## src/rtl/kgp_mem_pkg.sv

```systemverilog
// Shared types and constants for the KGP_RISC data-memory front end.
package kgp_mem_pkg;

    localparam int DMEM_ADDR_W = 10;
    localparam int DMEM_DATA_W = 32;

    typedef enum logic [1:0] {
        IDLE,
        ISSUE,
        CAPTURE
    } dmem_state_t;

    localparam logic REQ_CPU = 1'b0;
    localparam logic REQ_DBG = 1'b1;

endpackage

```

## src/rtl/rr_arb2.sv

```systemverilog
// Combinational two-way round-robin pick: a lone requester wins, a tie goes to
// the requester that was not granted last.
module rr_arb2
    import kgp_mem_pkg::*;
(
    input  logic [1:0] req,
    input  logic       last_grant,
    output logic       gnt_id,
    output logic       gnt_valid
);

    // NOTE: every output gets a default first so no path through the block infers a latch.
    always_comb begin
        gnt_valid = |req;
        gnt_id    = REQ_CPU;
        if (req == 2'b11) begin
            gnt_id = ~last_grant;
        end else if (req[REQ_DBG]) begin
            gnt_id = REQ_DBG;
        end
    end

endmodule

```

## src/rtl/dmem_arbiter.sv

```systemverilog
// Serialises CPU and debug/loader accesses onto the single-port data memory:
// grant in IDLE, strobe in ISSUE, capture read data and pulse ready leaving CAPTURE.
module dmem_arbiter
    import kgp_mem_pkg::*;
#(
    parameter int ADDR_W = DMEM_ADDR_W,
    parameter int DATA_W = DMEM_DATA_W
) (
    input  logic              clk,
    input  logic              reset,

    input  logic              cpu_req,
    input  logic              cpu_we,
    input  logic [ADDR_W-1:0] cpu_addr,
    input  logic [DATA_W-1:0] cpu_wdata,
    output logic              cpu_ready,
    output logic [DATA_W-1:0] cpu_rdata,

    input  logic              dbg_req,
    input  logic              dbg_we,
    input  logic [ADDR_W-1:0] dbg_addr,
    input  logic [DATA_W-1:0] dbg_wdata,
    output logic              dbg_ready,
    output logic [DATA_W-1:0] dbg_rdata,

    output logic              mem_read,
    output logic              mem_write,
    output logic [ADDR_W-1:0] mem_addr,
    output logic [DATA_W-1:0] mem_wdata,
    input  logic [DATA_W-1:0] mem_rdata
);

    dmem_state_t       state_q, state_d;
    logic              id_q;
    logic              we_q;
    logic [ADDR_W-1:0] addr_q;
    logic [DATA_W-1:0] wdata_q;
    logic              last_grant_q;
    logic              cpu_ready_q, dbg_ready_q;
    logic [DATA_W-1:0] cpu_rdata_q, dbg_rdata_q;

    logic gnt_id, gnt_valid;

    rr_arb2 u_arb (
        .req        ({dbg_req, cpu_req}),
        .last_grant (last_grant_q),
        .gnt_id     (gnt_id),
        .gnt_valid  (gnt_valid)
    );

    // Strobes decode straight from state so an asynchronous reset kills them at once.
    always_comb begin
        state_d   = state_q;
        mem_read  = 1'b0;
        mem_write = 1'b0;
        case (state_q)
            IDLE:    if (gnt_valid) state_d = ISSUE;
            ISSUE: begin
                state_d   = CAPTURE;
                mem_read  = ~we_q;
                mem_write = we_q;
            end
            CAPTURE: state_d = IDLE;
            default: state_d = IDLE;
        endcase
    end

    // NOTE: sequential state uses non-blocking assignments so every register sees pre-edge values.
    always_ff @(posedge clk or negedge reset) begin
        if (!reset) begin
            state_q      <= IDLE;
            id_q         <= REQ_CPU;
            we_q         <= 1'b0;
            addr_q       <= '0;
            wdata_q      <= '0;
            last_grant_q <= REQ_DBG;
            cpu_ready_q  <= 1'b0;
            dbg_ready_q  <= 1'b0;
            cpu_rdata_q  <= '0;
            dbg_rdata_q  <= '0;
        end else begin
            state_q     <= state_d;
            cpu_ready_q <= 1'b0;
            dbg_ready_q <= 1'b0;

            if (state_q == IDLE && gnt_valid) begin
                id_q    <= gnt_id;
                we_q    <= (gnt_id == REQ_DBG) ? dbg_we    : cpu_we;
                addr_q  <= (gnt_id == REQ_DBG) ? dbg_addr  : cpu_addr;
                wdata_q <= (gnt_id == REQ_DBG) ? dbg_wdata : cpu_wdata;
            end

            if (state_q == CAPTURE) begin
                last_grant_q <= id_q;
                if (id_q == REQ_CPU) begin
                    cpu_ready_q <= 1'b1;
                    if (!we_q) cpu_rdata_q <= mem_rdata;
                end else begin
                    dbg_ready_q <= 1'b1;
                    if (!we_q) dbg_rdata_q <= mem_rdata;
                end
            end
        end
    end

    assign mem_addr  = addr_q;
    assign mem_wdata = wdata_q;
    assign cpu_ready = cpu_ready_q;
    assign dbg_ready = dbg_ready_q;
    assign cpu_rdata = cpu_rdata_q;
    assign dbg_rdata = dbg_rdata_q;

endmodule

```

## config.mk

```make
export PLATFORM = sky130hd
export DESIGN_NAME = dmem_arbiter
export DESIGN_NICKNAME = d
export VERILOG_FILES = /design/src/rtl/kgp_mem_pkg.sv /design/src/rtl/rr_arb2.sv /design/src/rtl/dmem_arbiter.sv
export SDC_FILE = /design/constraint.sdc
export NUM_CORES = 1
export LEC_CHECK = 0
export BUFFER_PORTS_ARGS = -buffer_cell sky130_fd_sc_hd__buf_2
export CELL_PAD_IN_SITES_DETAIL_PLACEMENT = 1
export CELL_PAD_IN_SITES_GLOBAL_PLACEMENT = 1
export CORE_UTILIZATION = 34
export DETAILED_ROUTE_END_ITERATION = 10
export GPL_ROUTABILITY_DRIVEN = 0
export GPL_TIMING_DRIVEN = 0
export PLACE_DENSITY = 0.86
export SETUP_SLACK_MARGIN = 0.02
export SYNTH_ARGS = -nofsm -noshare
export SYNTH_HDL_FRONTEND = slang
export SYNTH_SLANG_ARGS = --single-unit
export TNS_END_PERCENT = 100
```

## constraint.sdc

```tcl
create_clock -name clk -period 1.5 [get_ports clk]
set_input_delay 0.3 -clock clk [delete_from_list [all_inputs] [get_ports clk]]
set_output_delay 0.3 -clock clk [all_outputs]
set_load 0.02 [all_outputs]
```

==> report_table.html, run 1 <==
<table>
<tr><th>Metric</th><th>Value</th></tr>
<tr><th colspan="2">Run status</th></tr>
<tr><td>Status</td><td>finished with violations</td></tr>
<tr><td>Violated checks</td><td>setup timing</td></tr>
<tr><th colspan="2">Layout</th></tr>
<tr><td>Fraction of layout cells with a size suffix above 1</td><td>0.794</td></tr>
<tr><td>Signed area change from the synthesized netlist to the final layout</td><td>54.6%</td></tr>
<tr><td>Number of nets in the layout</td><td>692</td></tr>
<tr><td># diodes</td><td>0</td></tr>
<tr><td>Commonest non-fill, non-tap cell in the layout</td><td>sky130_fd_sc_hd__buf_2</td></tr>
<tr><td>Final core occ</td><td>0.540</td></tr>
<tr><td>Leading cell types in the layout, fill and taps excluded</td><td>sky130_fd_sc_hd__buf_2 (228), sky130_fd_sc_hd__mux2_4 (137), sky130_fd_sc_hd__dfrtp_1 (110)</td></tr>
<tr><th colspan="2">Power</th></tr>
<tr><td>Power share of the sequential group</td><td>0.304</td></tr>
<tr><td>Combinational Power Share</td><td>0.469</td></tr>
<tr><td>Internal power of the cells</td><td>11.9 mW</td></tr>
<tr><td>Switching Power</td><td>6.46 mW</td></tr>
<tr><td>Switching share of power</td><td>0.351</td></tr>
<tr><td>Leak pwr</td><td>4.07 nW</td></tr>
<tr><td>Fraction of power consumed by the clock network</td><td>0.227</td></tr>
<tr><td>Worst ir drop on vdd</td><td>0.877 mV</td></tr>
<tr><td>P per Cell Area</td><td>about 2300 nW/µm²</td></tr>
<tr><th colspan="2">Logic synthesis</th></tr>
<tr><td>Post-synthesis simple-gate area fraction</td><td>0.0172</td></tr>
<tr><td>Mux contribution to synthesized area</td><td>0.389</td></tr>
<tr><td>Net count after synthesis</td><td>414</td></tr>
<tr><td>Xor-xnor portion of the synthesized cell area</td><td>0</td></tr>
<tr><td>Largest family of logic cells by synthesized area</td><td>multiplexers</td></tr>
<tr><td>Sequential area share after synthesis</td><td>0.555</td></tr>
<tr><td>Yosys reg bits</td><td>113</td></tr>
<tr><td>Adder-cell area share of the yosys netlist</td><td>0</td></tr>
<tr><td>Syn Inst Count</td><td>292</td></tr>
<tr><td>Cell area after synthesis</td><td>5090 µm²</td></tr>
<tr><td>Synthesized area divided by synthesized cell count</td><td>approximately 17 µm²</td></tr>
<tr><td>Yosys warning total</td><td>0</td></tr>
<tr><td>Cell variety after synth</td><td>17</td></tr>
<tr><td>Compound-gate portion of the synthesized area</td><td>0.00516</td></tr>
<tr><th colspan="2">Clock tree</th></tr>
<tr><td>CTS root buf</td><td>sky130_fd_sc_hd__clkbuf_16</td></tr>
<tr><td>Clock latency at the later pin of the worst-skew pair</td><td>420 ps</td></tr>
<tr><td>Clock buffer depth</td><td>2</td></tr>
<tr><td>Max H-tree Level</td><td>4</td></tr>
<tr><td>Cts bufs inserted</td><td>17</td></tr>
<tr><td>TritonCTS clock tree</td><td>done</td></tr>
<tr><td>Clock Pin Slew Worst Setup and Hold Paths</td><td>60 ps</td></tr>
<tr><td>Sinks on Clock Net</td><td>around 110</td></tr>
<tr><th colspan="2">GRT</th></tr>
<tr><td>Grt total ovfl</td><td>0</td></tr>
<tr><td>Pin count of the biggest net entering global routing</td><td>62</td></tr>
<tr><td>Total routing usage reported by global routing</td><td>0.188</td></tr>
<tr><td>Number of global-route vias before repair</td><td>4067</td></tr>
<tr><td>Global-route wire length before repair</td><td>~23000 µm</td></tr>
<tr><td>Initial antenna violation count</td><td>0</td></tr>
<tr><th colspan="2">Setup path</th></tr>
<tr><td>Type of origin of the critical path</td><td>flop</td></tr>
<tr><td>Critical path's largest stage delay</td><td>540 ps</td></tr>
<tr><td>Crit end category</td><td>flop</td></tr>
<tr><td>Endpoint arrival time on the critical path</td><td>1950 ps</td></tr>
<tr><td>Sequence of cells on the critical path</td><td>a21bo_4 -&gt; buf_12 -&gt; clkbuf_16 -&gt; mux2_4 -&gt; mux2_4</td></tr>
<tr><td>Critical Path Most Common Cell</td><td>sky130_fd_sc_hd__mux2_4</td></tr>
<tr><td>Cell with the biggest individual delay on the critical path</td><td>sky130_fd_sc_hd__dfstp_2</td></tr>
<tr><td>Largest fanout on the critical path</td><td>5</td></tr>
<tr><td>Crit Path Category</td><td>reg -&gt; reg</td></tr>
<tr><td>Data required time at the worst endpoint</td><td>around 1800 ps</td></tr>
<tr><th colspan="2">Timing</th></tr>
<tr><td>Setup repair after global routing missed its margin</td><td>yes</td></tr>
<tr><td>Period utilization</td><td>1.10</td></tr>
<tr><td>Final min period</td><td>approximately 1700 ps</td></tr>
<tr><td>Final setup slack of the worst path</td><td>-156 ps</td></tr>
<tr><td>Slew at the pin closest to its max-slew limit</td><td>just over 700 ps</td></tr>
<tr><td>Final Hold Vio Count</td><td>0</td></tr>
<tr><td>Worst max-slew margin expressed relative to the limit</td><td>0.524</td></tr>
<tr><td>Clk_skew</td><td>12.8 ps</td></tr>
<tr><td>Final number of setup-violating endpoints</td><td>77</td></tr>
<tr><td>Fin. max-slew vios</td><td>0</td></tr>
<tr><td>Timing-limited maximum frequency</td><td>604 MHz</td></tr>
<tr><th colspan="2">Drt</th></tr>
<tr><td>Via-to-Cell Ratio</td><td>4.60</td></tr>
<tr><td>DRC viols</td><td>0</td></tr>
<tr><td>WL final</td><td>~14000 µm</td></tr>
<tr><td>DRC violation total after the first TritonRoute iteration</td><td>65</td></tr>
<tr><td>Number of antenna-violating nets in the routed design</td><td>0</td></tr>
<tr><td>Vias after detailed routing</td><td>3529</td></tr>
<tr><td>Number of search-and-repair iterations in the first detailed-routing pass</td><td>4</td></tr>
<tr><td>Wire per inst</td><td>18.2 µm</td></tr>
<tr><th colspan="2">Die</th></tr>
<tr><td>Number of placement rows</td><td>44</td></tr>
<tr><td>Die W</td><td>124 µm</td></tr>
<tr><td>Die area</td><td>around 15000 µm²</td></tr>
<tr><td>Starting density of the core</td><td>0.349</td></tr>
<tr><td>Number of placed I/O pins</td><td>between 200 and 250</td></tr>
<tr><td>Core outline area</td><td>14600 µm²</td></tr>
<tr><td>Die height</td><td>124 µm</td></tr>
<tr><th colspan="2">Job</th></tr>
<tr><td>Count of max-cap constraint violations</td><td>0</td></tr>
<tr><th colspan="2">Place</th></tr>
<tr><td>Count of input and output buffers</td><td>about 230</td></tr>
<tr><td>HPWL after detailed placement</td><td>between 9000 and 10000 µm</td></tr>
<tr><td>Place WS</td><td>-255 ps</td></tr>
<tr><th colspan="2">Min path</th></tr>
<tr><td>Path category of the worst min-delay check</td><td>in -&gt; reg</td></tr>
</table>
==> power groups by stage <==
stage	Sequential [mW]	Combinational [mW]	Clock [mW]
floorplan	7.25	3.24	0
detailed placement	5.52	7.42	0
finish	5.58	8.62	4.18
global route	5.77	9.12	4.41
CTS	5.57	8.41	4.27
global placement	5.43	7.20	0
==> worst max-delay path, delay by kind of cell (launching register included) <==
kind | cells | cell delay [ps]
muxes | 2 | 550
buffers and inverters | 2 | 300
AOI/OAI and AO/OA | 1 | 160
DFF | 1 | 540
==> worst paths after layout <==
| check | start | endpoint | slack (ps) | depth (start not counted) |
|---|---|---|---|---|
| min | mem_rdata[1] | dbg_rdata[1] | 130 | 2 |
| max in group asynchronous | reset | last_grant_q | 220 | 3 |
| max | last_grant_q | we_q | -160 | 5 |
| min reg2reg | cpu_rdata[10] | cpu_rdata[10] | 500 | 1 |
| min in group asynchronous | reset | cpu_rdata[21] | 490 | 2 |
| max reg2reg | last_grant_q | we_q | -160 | 5 |
==> cells in the mapped netlist <==
cell type,count,area [µm²]
sky130_fd_sc_hd__buf_4,10,75.1
sky130_fd_sc_hd__dfstp_2,1,26.3
sky130_fd_sc_hd__buf_6,1,11.3
sky130_fd_sc_hd__nor3_4,3,48.8
sky130_fd_sc_hd__o32ai_1,1,8.76
sky130_fd_sc_hd__dfrtp_1,112,2800
sky130_fd_sc_hd__nor2_1,3,11.3
sky130_fd_sc_hd__a21bo_1,1,10.0
sky130_fd_sc_hd__mux2_1,4,45.0
sky130_fd_sc_hd__buf_12,4,80.1
sky130_fd_sc_hd__and2_1,1,6.26
sky130_fd_sc_hd__inv_1,1,3.75
sky130_fd_sc_hd__nor2b_1,2,12.5
sky130_fd_sc_hd__a21o_1,1,7.51
sky130_fd_sc_hd__nand2b_2,1,8.76
sky130_fd_sc_hd__mux2_4,78,1170
sky130_fd_sc_hd__mux2_2,68,766
==> flip-flops by register name, indices dropped and copies added (netlist names) <==
register	count
cpu_rdata	32
dbg_ready	1
state_q	2
we_q	1
dbg_rdata	32
mem_wdata	32
last_grant_q	1
mem_addr	10
cpu_ready	1
id_q	1
==> cell type report <==
class | count | area [µm²]
plain buffers | 14 | 248
clock buffers | 23 | 478
clock inverters | 9 | 129
fillers | 1484 | 6710
inverters | 1 | 3.75
multi-input cells | 163 | 2350
flip-flops and latches | 113 | 2830
well taps | 184 | 230
repair buffers | 260 | 1610
==> kinds of logic after synthesis <==
logic type / count (synthesis)
buf+inv: 16
mux: 150
simple gates: 10
compound gates: 3
flops: 113
==> stage by stage <==
| step | area [µm²] | hold WS [ps] | power (mW) | setup TNS, ps | cells |
|---|---|---|---|---|---|
| after global placement | 6550 | 469 | 12.6 | -140410 | 707 |
| after detailed placement | 6580 | 396 | 12.9 | -18370 | 708 |
| after CTS | 7710 | 111 | 18.2 | -8420 | 764 |
| after global routing | 7880 | 118 | 19.3 | -12950 | 767 |
| after floorplan | 5160 | 4.41 | 10.5 | -2820 | 292 |
| final | 7880 | 131 | 18.4 | -8170 | 767 |
==> repair_timing <==
action / 4_1_cts / 5_1_grt
setup endpoints to repair: 108 / 107
hold endpoints to repair: 52 / 0
resized for setup: 69 / 26
pin swaps: 3 / 1
hold buffers: 1 / 0
cloned: 4 / 4
buffers inserted: 20 / 1
==> routing by layer <==
| metal | wire length (µm) | share of wire | track usage |
|---|---|---|---|
| met5 | 0 | 0 | 0 |
| met4 | 222 | 0.016 | 0.0687 |
| met3 | 846 | 0.061 | 0.0601 |
| met2 | 7180 | 0.51 | 0.324 |
| met1 | 5730 | 0.41 | 0.218 |
No activity file was read; power rests on OpenSTA's default activity.
==> inputs of run 2 (changes only) <==
- PLACE_DENSITY: 0.86 -> 0.76
- clock period: 1.5 -> 1.4 ns (I/O delays scaled with it)
==> report_table.html, run 2 (same netlist as run 1, synthesis figures left out) <==
<table>
<tr><th>Metric</th><th>Value</th></tr>
<tr><th colspan="2">GRT</th></tr>
<tr><td>Total routing usage reported by global routing</td><td>0.190 (+0.00152)</td></tr>
<tr><td>Number of global-route vias before repair</td><td>4161 (+2.3%)</td></tr>
<tr><td>Global-route wire length before repair</td><td>22800 µm (+1.3%)</td></tr>
<tr><td>Grt total ovfl</td><td>0 (unchanged)</td></tr>
<tr><td>Pin count of the biggest net entering global routing</td><td>75 (+21%)</td></tr>
<tr><td>Initial antenna violation count</td><td>0 (unchanged)</td></tr>
<tr><th colspan="2">Timing</th></tr>
<tr><td>Worst max-slew margin expressed relative to the limit</td><td>0.645 (+0.120)</td></tr>
<tr><td>Final Hold Vio Count</td><td>0 (unchanged)</td></tr>
<tr><td>Fin. max-slew vios</td><td>0 (unchanged)</td></tr>
<tr><td>Timing-limited maximum frequency</td><td>592 MHz (-2.0%)</td></tr>
<tr><td>Final setup slack of the worst path</td><td>-290 ps (-134 ps)</td></tr>
<tr><td>Final min period</td><td>1690 ps (+34.2 ps)</td></tr>
<tr><td>Clk_skew</td><td>6.30 ps (-6.51 ps)</td></tr>
<tr><td>Final number of setup-violating endpoints</td><td>109 (+42%)</td></tr>
<tr><td>Setup TNS Final</td><td>-18940 ps (-10770 ps)</td></tr>
<tr><td>Slew at the pin closest to its max-slew limit</td><td>533 ps (-180 ps)</td></tr>
<tr><td>Period utilization</td><td>1.21 (+0.103)</td></tr>
<tr><td>Setup repair after global routing missed its margin</td><td>yes</td></tr>
<tr><th colspan="2">Setup path</th></tr>
<tr><td>Critical Path Most Common Cell</td><td>sky130_fd_sc_hd__mux2_4</td></tr>
<tr><td>Reg2Reg Setup Slack</td><td>-290 ps (-130 ps)</td></tr>
<tr><td>RR Startpoint</td><td>last_grant_q</td></tr>
<tr><td>Start point of the critical path</td><td>last_grant_q</td></tr>
<tr><td>Setup crit end</td><td>we_q</td></tr>
<tr><td>Worst reg-to-reg path cell count</td><td>5 (unchanged)</td></tr>
<tr><td>Critical path's largest stage delay</td><td>550 ps (about the same)</td></tr>
<tr><td>Crit Path Category</td><td>reg -&gt; reg</td></tr>
<tr><td>Type of origin of the critical path</td><td>flop</td></tr>
<tr><td>Data required time at the worst endpoint</td><td>1690 ps (-100 ps)</td></tr>
<tr><td>Endpoint arrival time on the critical path</td><td>1980 ps (+30 ps)</td></tr>
<tr><td>Crit end category</td><td>flop</td></tr>
<tr><td>Critical register-to-register path endpoint</td><td>we_q</td></tr>
<tr><td>Largest fanout on the critical path</td><td>5 (unchanged)</td></tr>
<tr><td>Cell with the biggest individual delay on the critical path</td><td>sky130_fd_sc_hd__dfstp_2</td></tr>
<tr><td>Sequence of cells on the critical path</td><td>a21bo_4 -&gt; buf_12 -&gt; clkbuf_16 -&gt; mux2_4 -&gt; mux2_4</td></tr>
<tr><th colspan="2">Clock tree</th></tr>
<tr><td>Clock buffer depth</td><td>2 (unchanged)</td></tr>
<tr><td>Sinks on Clock Net</td><td>113 (unchanged)</td></tr>
<tr><td>CTS root buf</td><td>sky130_fd_sc_hd__clkbuf_16</td></tr>
<tr><td>Cts bufs inserted</td><td>17 (unchanged)</td></tr>
<tr><td>Max H-tree Level</td><td>4 (unchanged)</td></tr>
<tr><td>Clock Pin Slew Worst Setup and Hold Paths</td><td>50 ps (about the same)</td></tr>
<tr><td>Clock latency at the later pin of the worst-skew pair</td><td>410 ps (about the same)</td></tr>
<tr><td>TritonCTS clock tree</td><td>done</td></tr>
<tr><th colspan="2">Layout</th></tr>
<tr><td>Fraction of layout cells with a size suffix above 1</td><td>0.798 (+0.00343)</td></tr>
<tr><td>Number of nets in the layout</td><td>692 (unchanged)</td></tr>
<tr><td>Final core occ</td><td>0.542 (+0.00240)</td></tr>
<tr><td># diodes</td><td>0 (unchanged)</td></tr>
<tr><td>Final cell count without fillers</td><td>767 (unchanged)</td></tr>
<tr><td>Signed area change from the synthesized netlist to the final layout</td><td>55.3%</td></tr>
<tr><td>Post-route design area</td><td>7910 µm² (+0.44%)</td></tr>
<tr><td>Number of filler instances in the final layout</td><td>1449 (-2.4%)</td></tr>
<tr><td>Commonest non-fill, non-tap cell in the layout</td><td>sky130_fd_sc_hd__buf_2</td></tr>
<tr><td>Leading cell types in the layout, fill and taps excluded</td><td>sky130_fd_sc_hd__buf_2 (228), sky130_fd_sc_hd__mux2_4 (150), sky130_fd_sc_hd__dfrtp_1 (110)</td></tr>
<tr><th colspan="2">Drt</th></tr>
<tr><td>DRC violation total after the first TritonRoute iteration</td><td>76 (+17%)</td></tr>
<tr><td>DRC viols</td><td>0 (unchanged)</td></tr>
<tr><td>Number of antenna-violating nets in the routed design</td><td>0 (unchanged)</td></tr>
<tr><td>Wire per inst</td><td>18.4 µm (+0.83%)</td></tr>
<tr><td>Via-to-Cell Ratio</td><td>4.68 (+1.8%)</td></tr>
<tr><td>Vias after detailed routing</td><td>3591 (+1.8%)</td></tr>
<tr><td>WL final</td><td>14100 µm (+0.83%)</td></tr>
<tr><td>Number of search-and-repair iterations in the first detailed-routing pass</td><td>4 (unchanged)</td></tr>
<tr><th colspan="2">Die</th></tr>
<tr><td>Core outline area</td><td>14600 µm² (unchanged)</td></tr>
<tr><td>Starting density of the core</td><td>0.349 (unchanged)</td></tr>
<tr><td>Die height</td><td>124 µm (unchanged)</td></tr>
<tr><td>Die W</td><td>124 µm (unchanged)</td></tr>
<tr><td>Die area</td><td>15500 µm² (unchanged)</td></tr>
<tr><td>Number of placement rows</td><td>44 (unchanged)</td></tr>
<tr><td>Number of placed I/O pins</td><td>232 (unchanged)</td></tr>
<tr><th colspan="2">Min path</th></tr>
<tr><td>Worst Min Path Start</td><td>mem_rdata[13]</td></tr>
<tr><td>Path category of the worst min-delay check</td><td>in -&gt; reg</td></tr>
<tr><th colspan="2">Run status</th></tr>
<tr><td>Status</td><td>finished with violations</td></tr>
<tr><td>Violated checks</td><td>setup timing</td></tr>
<tr><th colspan="2">Power</th></tr>
<tr><td>P per Cell Area</td><td>2480 nW/µm² (+6.6%)</td></tr>
<tr><td>Leak pwr</td><td>4.11 nW (+1.1%)</td></tr>
<tr><td>Worst ir drop on vdd</td><td>0.874 mV (-0.32%)</td></tr>
<tr><th colspan="2">Place</th></tr>
<tr><td>Total placed cells including tap cells</td><td>708 (unchanged)</td></tr>
<tr><td>Place WS</td><td>-370 ps (-115 ps)</td></tr>
<tr><td>HPWL after detailed placement</td><td>9250 µm (+0.87%)</td></tr>
<tr><td>Post-Place Cell Area</td><td>6760 µm² (+2.8%)</td></tr>
<tr><td>Count of input and output buffers</td><td>231 (unchanged)</td></tr>
<tr><th colspan="2">Job</th></tr>
<tr><td>Count of max-cap constraint violations</td><td>0 (unchanged)</td></tr>
</table>
run 2: changes by cell type in the layout (fill, tap and decap cells not counted), moves of 2 or more:
cell                     previous run  this run
sky130_fd_sc_hd__mux2_2            13         0
sky130_fd_sc_hd__mux2_4           137       150
sky130_fd_sc_hd__buf_6             15         8
sky130_fd_sc_hd__buf_8              3         8
sky130_fd_sc_hd__buf_4              7        11
sky130_fd_sc_hd__buf_16             3         1
run 2: per-layer routing:
layer  wire [µm]  vias to the layer above  global-route usage
li1            -                     1607                   -
met1        5800                     1808               0.222
met2        7290                      166               0.329
met3         862                       10              0.0623
met4         140                        0              0.0553
met5           0                        -                   0
run 2: how the worst min path moves through the flow:
stage | endpoint | slack [ps] | cells after the start
2_1_floorplan | cpu_rdata[0] | -20 | 0
3_3_place_gp | cpu_rdata[10] | 480 | 1
3_5_place_dp | cpu_rdata[3] | 300 | 1
4_1_cts | cpu_rdata[13] | 90 | 2
5_1_grt | cpu_rdata[11] | 100 | 2
6_report | cpu_rdata[13] | 120 | 2
run 2: layout make-up:
class / count / area [µm²] / share of cell area
multi-input combinational: 163 / 2390 / 0.303
clock buffer: 23 / 488 / 0.0617
tap: 184 / 230 / 0.0291
clock inverter: 9 / 129 / 0.0163
inverter: 1 / 3.75 / 0.000474
timing repair buffer: 263 / 1670 / 0.211
sequential: 113 / 2830 / 0.358
buffer: 11 / 169 / 0.0213
run 2: worst max-delay path, delay by kind of cell (launching register included):
| family | cells | cell delay, ps |
|---|---|---|
| flip-flops | 1 | 550 |
| multiplexers | 2 | 550 |
| buffers and inverters | 2 | 300 |
| AO/OA/AOI/OAI | 1 | 160 |
run 2: stage by stage:
| step | hold WS [ps] | total power [mW] |
|---|---|---|
| after floorplan | -15.6 | 11.7 |
| after global placement | 485 | 14.1 |
| after detailed placement | 299 | 14.4 |
| after CTS | 94.2 | 19.8 |
| after global routing | 98.4 | 20.6 |
| final | 116 | 19.7 |
run 2: power breakdown:
group	switching (mW)	leakage (nW)	internal (mW)
Sequential	1.05	1.35	4.94
Clock	1.50	0.299	2.98
Combinational	4.34	2.46	4.85
Total	6.88	4.11	12.8
run 2: timing repair:
| item | 4_1_cts | 5_1_grt |
|---|---|---|
| cloned | 6 | 5 |
| endpoints found under the setup margin | 110 | 110 |
| hold endpoints to repair | 39 | 0 |
| buffers inserted | 22 | 7 |
| resized for setup | 48 | 20 |
| pin swaps | 3 | 3 |
| hold buffers | 1 | 0 |
